### src/rtl/mojo_serial_pkg.sv
// Shared constants and state type for the mojo serial blocks.
package mojo_serial_pkg;

  localparam int BYTE_W                 = 8;
  localparam int DEFAULT_BLOCK_BYTES    = 1;
  localparam int DEFAULT_TIMEOUT_CYCLES = 1000000;

  typedef enum logic {
    IDLE = 1'b0,
    FILL = 1'b1
  } block_state_t;

endpackage

### src/rtl/mojo_serial_timeout.sv
// Idle-cycle timer: counts enabled cycles, expires on the TIMEOUT_CYCLES-th one.
module mojo_serial_timeout
  import mojo_serial_pkg::*;
#(
  parameter int TIMEOUT_CYCLES = DEFAULT_TIMEOUT_CYCLES
) (
  input  logic clk,
  input  logic rst,
  input  logic enable,
  input  logic clear,
  output logic expired
);

  localparam int CW = (TIMEOUT_CYCLES > 2) ? $clog2(TIMEOUT_CYCLES) : 1;

  logic [CW-1:0] count;

  // Combinational so the owner can act in the same cycle as the last idle one.
  assign expired = enable && (count == CW'(TIMEOUT_CYCLES - 1));

  always_ff @(posedge clk) begin
    if (rst || clear) begin
      count <= '0;
    end else if (enable && !expired) begin
      count <= count + CW'(1);
    end
  end

endmodule

### src/rtl/mojo_serial_block_in.sv
// Assembles UART bytes into MSB-first blocks of BLOCK_BYTES bytes.
// Optional inter-byte timeout enabled by macro MOJO_SERIAL_BLOCK_IN_TIMEOUT_EN.
module mojo_serial_block_in
  import mojo_serial_pkg::*;
#(
  parameter int BLOCK_BYTES    = DEFAULT_BLOCK_BYTES,
  parameter int TIMEOUT_CYCLES = DEFAULT_TIMEOUT_CYCLES
) (
  input  logic                          clk,
  input  logic                          rst,
  input  logic [BYTE_W-1:0]             rx_data,
  input  logic                          new_rx_data,
  output logic [BLOCK_BYTES*BYTE_W-1:0] rx_block,
  output logic                          new_rx_block,
  output logic                          rx_block_busy,
  output logic                          rx_timeout
);

  localparam int W     = BLOCK_BYTES * BYTE_W;
  localparam int CNT_W = $clog2(BLOCK_BYTES) + 1;

  if (BLOCK_BYTES < 1 || TIMEOUT_CYCLES < 2) begin : g_bad_params
    $error("mojo_serial_block_in: BLOCK_BYTES must be >= 1 and TIMEOUT_CYCLES >= 2");
  end

  block_state_t state, state_n;
  logic [CNT_W-1:0] count, count_n;
  logic [W-1:0]     assembly, assembly_n;
  logic             load;
  logic             timeout_n;
  logic             expired;

`ifdef MOJO_SERIAL_BLOCK_IN_TIMEOUT_EN
  mojo_serial_timeout #(
    .TIMEOUT_CYCLES(TIMEOUT_CYCLES)
  ) u_timeout (
    .clk    (clk),
    .rst    (rst),
    .enable ((state == FILL) && !new_rx_data),
    .clear  (new_rx_data || (state != FILL)),
    .expired(expired)
  );
`else
  assign expired = 1'b0;
`endif

  // A strobe always wins over timer expiry, so a late byte is never lost.
  always_comb begin
    state_n    = state;
    count_n    = count;
    assembly_n = assembly;
    load       = 1'b0;
    timeout_n  = 1'b0;
    if (new_rx_data) begin
      assembly_n = (assembly << BYTE_W) | W'(rx_data);
      if (count == CNT_W'(BLOCK_BYTES - 1)) begin
        load    = 1'b1;
        count_n = '0;
        state_n = IDLE;
      end else begin
        count_n = count + CNT_W'(1);
        state_n = FILL;
      end
    end else if (expired) begin
      assembly_n = '0;
      count_n    = '0;
      state_n    = IDLE;
      timeout_n  = 1'b1;
    end
  end

  always_ff @(posedge clk) begin
    if (rst) begin
      state        <= IDLE;
      count        <= '0;
      assembly     <= '0;
      rx_block     <= '0;
      new_rx_block <= 1'b0;
    end else begin
      state        <= state_n;
      count        <= count_n;
      assembly     <= assembly_n;
      new_rx_block <= load;
      if (load) begin
        rx_block <= assembly_n;
      end
    end
  end

`ifdef MOJO_SERIAL_BLOCK_IN_TIMEOUT_EN
  always_ff @(posedge clk) begin
    if (rst) begin
      rx_timeout <= 1'b0;
    end else begin
      rx_timeout <= timeout_n;
    end
  end
`else
  assign rx_timeout = 1'b0;
`endif

  assign rx_block_busy = (state == FILL);

endmodule
### config.mk
export PLATFORM = sky130hd
export DESIGN_NAME = mojo_serial_block_in
export DESIGN_NICKNAME = d
export VERILOG_FILES = /design/src/rtl/mojo_serial_pkg.sv /design/src/rtl/mojo_serial_timeout.sv /design/src/rtl/mojo_serial_block_in.sv
export SDC_FILE = /design/constraint.sdc
export NUM_CORES = 1
export LEC_CHECK = 0
export CORE_AREA = 2 2 39 41
export DETAILED_ROUTE_END_ITERATION = 10
export DIE_AREA = 0 0 41 43
export PLACE_DENSITY = 0.69
export SLEW_MARGIN = 20
export SYNTH_ARGS = -nofsm -noshare
export SYNTH_HDL_FRONTEND = slang
export SYNTH_SLANG_ARGS = --single-unit
### constraint.sdc
create_clock -name clk -period 1.65 [get_ports clk]
set_clock_uncertainty 0.05 [all_clocks]
set_input_delay 0.2475 -clock clk [delete_from_list [all_inputs] [get_ports clk]]
set_output_delay 0.2475 -clock clk [all_outputs]
set_load 0.02 [all_outputs]
==> results.sh, run 1 <==
export IMPL_status="finished clean"
export IMPL_routed_via_count=295
export IMPL_crit_arrival_ns=1.19
export IMPL_clkSinkCount=9
export IMPL_ios=22
export IMPL_grtUsageMet3_pct=6.81
export IMPL_required_ns=1.35
export IMPL_crit_family="buffers and inverters"
export IMPL_htree_levels=1
export IMPL_post_route_util_pct=40.1
export IMPL_clkLatencyLatePin_ns=0.25
export IMPL_clk_pin_slew_ns=0.06
export IMPL_cp_cell_sequence="clkdlybuf4s50_1"
export IMPL_p_leak_nw=0.209
export IMPL_die_h_um=43
export IMPL_globalRouteMet1Util_pct=10.1
export IMPL_drt_first_pass_iters=1
export IMPL_hold_viol_final=0
export IMPL_route_detailed_drc=0
export IMPL_core_um2=1380
export IMPL_routed_wl_um=635
export IMPL_setup_violations=0
export IMPL_yosys_register_bits=9
export IMPL_crit_path_top_delay_cell="clkdlybuf4s50_1"
export IMPL_dpl_cell_area_um2=528
export IMPL_post_route_period_util_pct=90.2
export IMPL_grt_start_max_net_pins=18
export IMPL_wl_per_cell_um=8.47
export IMPL_seq_area_frac_synth_pct=50.7
export IMPL_rows=14
export IMPL_critPathMaxStageDelay_ns=0.61
export IMPL_drv_slew=0
export IMPL_dieArea_um2=1760
export IMPL_drive_gt1_share_pct=6.78
export IMPL_port_buffer_count=19
export IMPL_grt_busiest_layer="met2"
export IMPL_area_delta_synth_final_pct=56.0
export IMPL_numCtsBuffers=3
export IMPL_critPathKind="reg -> out"
export IMPL_rsz0062_at_grt="false"
export IMPL_netlist_instances=41
export IMPL_hold_path_class="reg -> reg"
export IMPL_final_area_um2=554
export IMPL_clockRootBuffer="clkbuf_4"
export IMPL_start_util_pct=25.7
export IMPL_max_vdd_ir_drop_mv=0.367
export IMPL_start_kind="flop"
export IMPL_antenna_found_initial=0
export IMPL_fmax_mhz=672
export IMPL_power_density_nw_per_um2=874
export IMPL_grt_pass1_vias=263
export IMPL_fin_total_pwr_mw=0.484
export IMPL_vias_per_cell=3.93
export IMPL_dp_hpwl_um=475
export IMPL_fin_setup_tns_ns=0
export IMPL_worst_setup_path_end_kind="primary output"
export IMPL_n_antenna_cell=0
export IMPL_final_nets=71
export IMPL_cts_tree="yes"
export IMPL_maxCapViolations=0
export IMPL_fp_dieW_um=41
export IMPL_cts_setup_buffers=0
export IMPL_synthesis_area_um2=355
export IMPL_worst_path_buf_inv=1
export IMPL_grt_util_all_layers_pct=9.26
export IMPL_place_gp_congestion=0.600
export IMPL_grt_pass1_wl_um=1030
export IMPL_gr_total_overflow=0
export IMPL_setup_slack_ns=0.161
export IMPL_clk_path_buf_depth=2
export IMPL_synth_cell_types=10
export IMPL_gr_usage_met2_pct=11.3
export IMPL_path_max_fanout=2
export IMPL_pre_cts_ws_ns=0.243
export IMPL_drtIter0Drc=0
export IMPL_ctsResizeCount=0
export IMPL_ctsHoldBuffers=0
export IMPL_ant_nets=0
export IMPL_period_minus_slack_ns=1.49
export IMPL_synth_avg_cell_area_um2=8.67
export IMPL_yosys_warnings=0
## logic make-up (layout without fill, tap and decap cells)
group	count (synthesis)	after routing	synth area share, %
AO/OA/AOI/OAI	8	8	12.3
flip-flops	9	9	50.7
other	1	2	1.06
AND/OR/NAND/NOR	17	17	24.3
buffers and inverters	6	23	11.6
## cells in the final DEF (no fill, tap or decap)
cell / instances
nand2_1: 8
conb_1: 2
clkbuf_1: 1
clkdlybuf4s50_1: 19
dfxtp_1: 9
nand2b_1: 8
a21oi_2: 1
clkbuf_4: 3
nor2b_1: 1
a21oi_1: 7
## state kept, by name, indices dropped and copies added, names as in the netlist
signal,count
rx_block,8
new_rx_block,1
## cells in the mapped netlist, drive strengths merged
| library cell | n | share of area, % |
|---|---|---|
| dfxtp | 9 | 51 |
| a21oi | 8 | 12 |
| nand2b | 8 | 14 |
| nand2 | 8 | 8.5 |
| nor2b | 1 | 1.8 |
| buf | 6 | 12 |
| conb | 1 | 1.1 |
## stage by stage
| step | hold WS (ns) | std cells |
|---|---|---|
| finish | 0.420 | 75 |
| detailed placement | 0.414 | 71 |
| CTS | 0.423 | 75 |
| global placement | 0.410 | 71 |
| global route | 0.436 | 75 |
| floorplan | 0.337 | 42 |
## report_power, final
group          switching, mW  internal [mW]
Sequential           0.00526          0.229
Combinational         0.0399         0.0496
Clock                 0.0675         0.0926
## worst reg2reg max path: stages (launching register included)
cell	delay [ns]
dfxtp_1	0.33
nand2b_1	0.07
a21oi_2	0.12
## area by class of cell
cell class                 instances  area [um2]
multi-input combinational         27         138
timing repair buffer              19         190
fill                             142         830
clock buffer                       4        26.3
tap                               16        20.0
sequential                         9         180
## worst paths after layout
check	end	depth (start not counted)	from	slack (ns)
worst max-delay path	rx_block[3]	1	rx_block[3]	0.16
worst min-delay path	rx_block[4]	2	rx_block[4]	0.42
worst max register to register	rx_block[0]	2	rx_block[0]	1.01
worst min register to register	rx_block[4]	2	rx_block[4]	0.42
## per-layer routing
metal,vias up,wire length (um)
li1,159,-
met1,121,254
met2,15,298
met3,0,82
met4,0,0
met5,-,0
(Power assumes the default switching activity.)
==> inputs of run 2 (changes only) <==
- PLACE_DENSITY: 0.69 -> unset
- PLACE_DENSITY_LB_ADDON: unset -> 0.25
- REMOVE_ABC_BUFFERS: unset -> 1
==> results.sh, run 2 (synthesized netlist as in run 1, its figures left out) <==
export IMPL_grt_start_max_net_pins=18
export IMPL_top_regs="rx_block x8, new_rx_block x1"
export IMPL_wl_per_cell_um=8.95
export IMPL_clockRootBuffer="clkbuf_4"
export IMPL_routed_wl_um=671
export IMPL_post_route_util_pct=40.1
export IMPL_cts_tree="yes"
export IMPL_worst_path_buf_inv=1
export IMPL_required_ns=1.35
export IMPL_crit_family="buffers and inverters"
export IMPL_final_common_cell="clkdlybuf4s50_1"
export IMPL_clk_path_buf_depth=2
export IMPL_cp_cell_sequence="clkdlybuf4s50_1"
export IMPL_layout_cells_most_common_list="clkdlybuf4s50_1, dfxtp_1, nand2_1, nand2b_1, a21oi_1"
export IMPL_cts_setup_buffers=0
export IMPL_port_buffer_count=19
export IMPL_setup_violations=0
export IMPL_fin_setup_tns_ns=0
export IMPL_p_leak_nw=0.209
export IMPL_status="finished clean"
export IMPL_rsz0062_at_grt="false"
export IMPL_start_util_pct=25.7
export IMPL_crit_arrival_ns=1.19
export IMPL_critPathMaxStageDelay_ns=0.60
export IMPL_drive_gt1_share_pct=6.78
export IMPL_dpl_cell_area_um2=528
export IMPL_largest_reg_flops=8
export IMPL_fp_dieW_um=41
export IMPL_grt_util_all_layers_pct=9.17
export IMPL_final_cell_count_no_fill=75
export IMPL_drt_first_pass_iters=2
export IMPL_clkSinkCount=9
export IMPL_clk_pin_slew_ns=0.06
export IMPL_start_kind="flop"
export IMPL_grt_pass1_wl_um=979
export IMPL_fmax_mhz=673
export IMPL_crit_path_top_delay_cell="clkdlybuf4s50_1"
export IMPL_critPathKind="reg -> out"
export IMPL_regMostFlops="rx_block"
export IMPL_power_density_nw_per_um2=881
export IMPL_rows=14
export IMPL_ctsResizeCount=0
export IMPL_ant_nets=0
export IMPL_final_area_um2=554
export IMPL_fin_total_pwr_mw=0.488
export IMPL_n_antenna_cell=0
export IMPL_period_minus_slack_ns=1.48
export IMPL_path_max_fanout=2
export IMPL_pre_cts_ws_ns=0.215
export IMPL_whs_ns=0.421
export IMPL_dieArea_um2=1760
export IMPL_hold_viol_final=0
export IMPL_setup_slack_ns=0.165
export IMPL_die_h_um=43
export IMPL_place_gp_congestion=0.482
export IMPL_post_route_period_util_pct=90.0
export IMPL_vias_per_cell=3.91
export IMPL_clkLatencyLatePin_ns=0.25
export IMPL_dp_hpwl_um=476
export IMPL_final_nets=71
export IMPL_max_vdd_ir_drop_mv=0.331
export IMPL_hold_path_class="reg -> reg"
export IMPL_ios=22
export IMPL_placed_cells=71
export IMPL_numCtsBuffers=3
export IMPL_area_delta_synth_final_pct=56.0
export IMPL_ctsHoldBuffers=0
export IMPL_worst_setup_path_end_kind="primary output"
export IMPL_antenna_found_initial=0
export IMPL_grt_pass1_vias=235
export IMPL_maxCapViolations=0
export IMPL_drtIter0Drc=1
export IMPL_drv_slew=0
export IMPL_route_detailed_drc=0
export IMPL_gr_total_overflow=0
export IMPL_routed_via_count=293
export IMPL_htree_levels=1
export IMPL_core_um2=1380
[run 2: worst paths after layout]
check,from,end,slack [ns],cells past startpoint
min,rx_block[3],rx_block[3],0.42,2
max,rx_block[0],rx_block[0],0.17,1
min reg2reg,rx_block[3],rx_block[3],0.42,2
max reg2reg,rx_block[5],rx_block[5],1.00,2
[run 2: layer usage]
layer  vias to the layer above  wire length [um]  share of wire [%]  global-route usage [%]
met1                       121               308                 46                    10.7
met2                        13               300                 45                    10.6
met4                         0                 8                1.2                    10.0
met3                         2                54                8.0                    4.71
met5                         -                 0                  0                       0
li1                        157                 -                  -                       -
[run 2: cell type report]
cell class / count / area [um2]
Tap cell: 16 / 20.0
Clock buffer: 4 / 26.3
Timing Repair Buffer: 19 / 190
Multi-Input combinational cell: 27 / 138
Fill cell: 158 / 830
Sequential cell: 9 / 180
[run 2: worst reg2reg max path, stage by stage (launching register included)]
cell,delay [ns]
dfxtp_1,0.33
nand2b_1,0.06
a21oi_1,0.15
[run 2: report_power, final]
| part | total [mW] | switching [mW] | internal, mW |
|---|---|---|---|
| clock network | 0.164 | 0.0713 | 0.0928 |
| registers | 0.235 | 0.00534 | 0.229 |
| logic | 0.0893 | 0.0397 | 0.0496 |
==> inputs of run 3 (changes only) <==
- DONT_BUFFER_PORTS: unset -> 1
==> results.sh, run 3 (synthesized netlist as in run 1, its figures left out) <==
export IMPL_status="finished clean"
export IMPL_worst_path_buf_inv=1
export IMPL_start_kind="input port"
export IMPL_setup_violations=0
export IMPL_critPathKind="in -> reg"
export IMPL_drtIter0Drc=5
export IMPL_clkLatencyLatePin_ns=0.25
export IMPL_wl_per_cell_um=11.2
export IMPL_largest_reg_flops=8
export IMPL_cts_setup_buffers=0
export IMPL_place_gp_congestion=0.439
export IMPL_internal_power_mw=0.334
export IMPL_clk_path_buf_depth=2
export IMPL_path_max_fanout=9
export IMPL_ctsResizeCount=0
export IMPL_gr_total_overflow=0
export IMPL_drive_gt1_share_pct=9.76
export IMPL_routed_wl_um=636
export IMPL_p_leak_nw=0.142
export IMPL_drv_slew=0
export IMPL_fillers=158
export IMPL_post_route_period_util_pct=60.5
export IMPL_start_util_pct=25.7
export IMPL_final_nets=53
export IMPL_n_antenna_cell=0
export IMPL_grt_pass1_vias=214
export IMPL_critPathMaxStageDelay_ns=0.75
export IMPL_top_layer="met3"
export IMPL_crit_arrival_ns=1.08
export IMPL_fin_setup_tns_ns=0
export IMPL_p_clk_share_pct=37.2
export IMPL_rsz0062_at_grt="false"
export IMPL_hold_viol_final=0
export IMPL_htree_levels=1
export IMPL_grt_util_all_layers_pct=8.46
export IMPL_core_um2=1380
export IMPL_numCtsBuffers=3
export IMPL_fmax_mhz=1000
export IMPL_ios=22
export IMPL_p_sw_mw=0.107
export IMPL_drt_first_pass_iters=2
export IMPL_period_minus_slack_ns=0.998
export IMPL_top_regs="rx_block x8, new_rx_block x1"
export IMPL_rows=14
export IMPL_final_common_cell="dfxtp_1"
export IMPL_vias_per_cell=4.07
export IMPL_crit_path_top_delay_cell="dlygate4sd3_1"
export IMPL_routed_via_count=232
export IMPL_hold_path_class="in -> reg"
export IMPL_worst_setup_path_end_kind="flop"
export IMPL_power_frac_seq_pct=56.9
export IMPL_switching_share_pct=24.2
export IMPL_grt_pass1_wl_um=890
export IMPL_die_h_um=43
export IMPL_port_buffer_count=0
export IMPL_clockRootBuffer="clkbuf_4"
export IMPL_clkSinkCount=9
export IMPL_dpl_cell_area_um2=338
export IMPL_required_ns=1.73
export IMPL_route_detailed_drc=0
export IMPL_crit_family="buffers and inverters"
export IMPL_layout_cells_most_common_list="dfxtp_1, nand2_1, nand2b_1, a21oi_1, clkbuf_4"
export IMPL_regMostFlops="rx_block"
export IMPL_fp_dieW_um=41
export IMPL_cp_cell_sequence="dlygate4sd3_1, nor2b_1"
export IMPL_ant_nets=0
export IMPL_maxCapViolations=0
export IMPL_grt_start_max_net_pins=18
export IMPL_power_density_nw_per_um2=1180
export IMPL_max_vdd_ir_drop_mv=0.322
export IMPL_wl_met1_um=279
export IMPL_wl_met2_um=285
export IMPL_comb_power_share_pct=5.9
export IMPL_cts_tree="yes"
export IMPL_clk_pin_slew_ns=0.06
export IMPL_wl_met3_um=71
export IMPL_final_area_um2=374
export IMPL_dieArea_um2=1760
export IMPL_area_delta_synth_final_pct=5.28
export IMPL_antenna_found_initial=0
run 3: cell count changes in the layout (fill, tap and decap cells not counted), sizes merged:
| cell | change |
|---|---|
| clkdlybuf4s50 | -19 |
| dlygate4sd3 | +1 |
run 3: area by class of cell:
cell class | count | area (um2) | area share [%]
Clock buffer | 4 | 26.3 | 7.02
Tap cell | 16 | 20.0 | 5.35
Timing Repair Buffer | 1 | 10.0 | 2.68
Sequential cell | 9 | 180 | 48.2
Multi-Input combinational cell | 27 | 138 | 36.8
run 3: repair_timing:
action	CTS	global route
endpoints found under the hold margin	9	0
endpoints found under the setup margin	0	0
hold buffers	1	0
run 3: per-stage QoR:
| stage | util [%] | instances | hold WS (ns) | power [mW] | setup slack, ns |
|---|---|---|---|---|---|
| finish | 27.0 | 57 | 0.0769 | 0.441 | 0.652 |
| global route | 27.0 | 57 | 0.0570 | 0.468 | 0.602 |
| global placement | 24.4 | 52 | 0.262 | 0.276 | 0.885 |
| CTS | 27.0 | 57 | 0.0617 | 0.453 | 0.631 |
| detailed placement | 24.4 | 52 | 0.264 | 0.277 | 0.866 |
| floorplan | - | 36 | 0.260 | 0.274 | 0.905 |
run 3: path summary, 6_finish.rpt:
check / startpoint / end / slack [ns] / depth (start not counted)
worst max-delay path: rst / new_rx_block / 0.65 / 2
worst min-delay path: new_rx_data / rx_block[7] / 0.08 / 2
worst max register to register: rx_block[0] / rx_block[0] / 0.86 / 2
worst min register to register: rx_block[7] / rx_block[7] / 0.52 / 2
run 3: power by group through the flow:
stage          sequential, mW  combinational, mW  clock, mW
2_1_floorplan           0.254             0.0197          0
3_3_place_gp            0.256             0.0204          0
3_5_place_dp            0.256             0.0210          0
4_1_cts                 0.251             0.0265      0.176
5_1_grt                 0.253             0.0299      0.185
6_report                0.251             0.0261      0.164
run 3: worst reg2reg max path: cells and delay by family (launching register included):
kind / cells / cell delay (ns)
compound gates: 1 / 0.13
flops: 1 / 0.45
simple gates: 1 / 0.11
run 3: metal layers:
layer	global-route usage (%)	up-vias
li1	-	125
met1	9.42	94
met2	9.69	13
met3	9.42	0
met4	4.00	0
met5	0	-
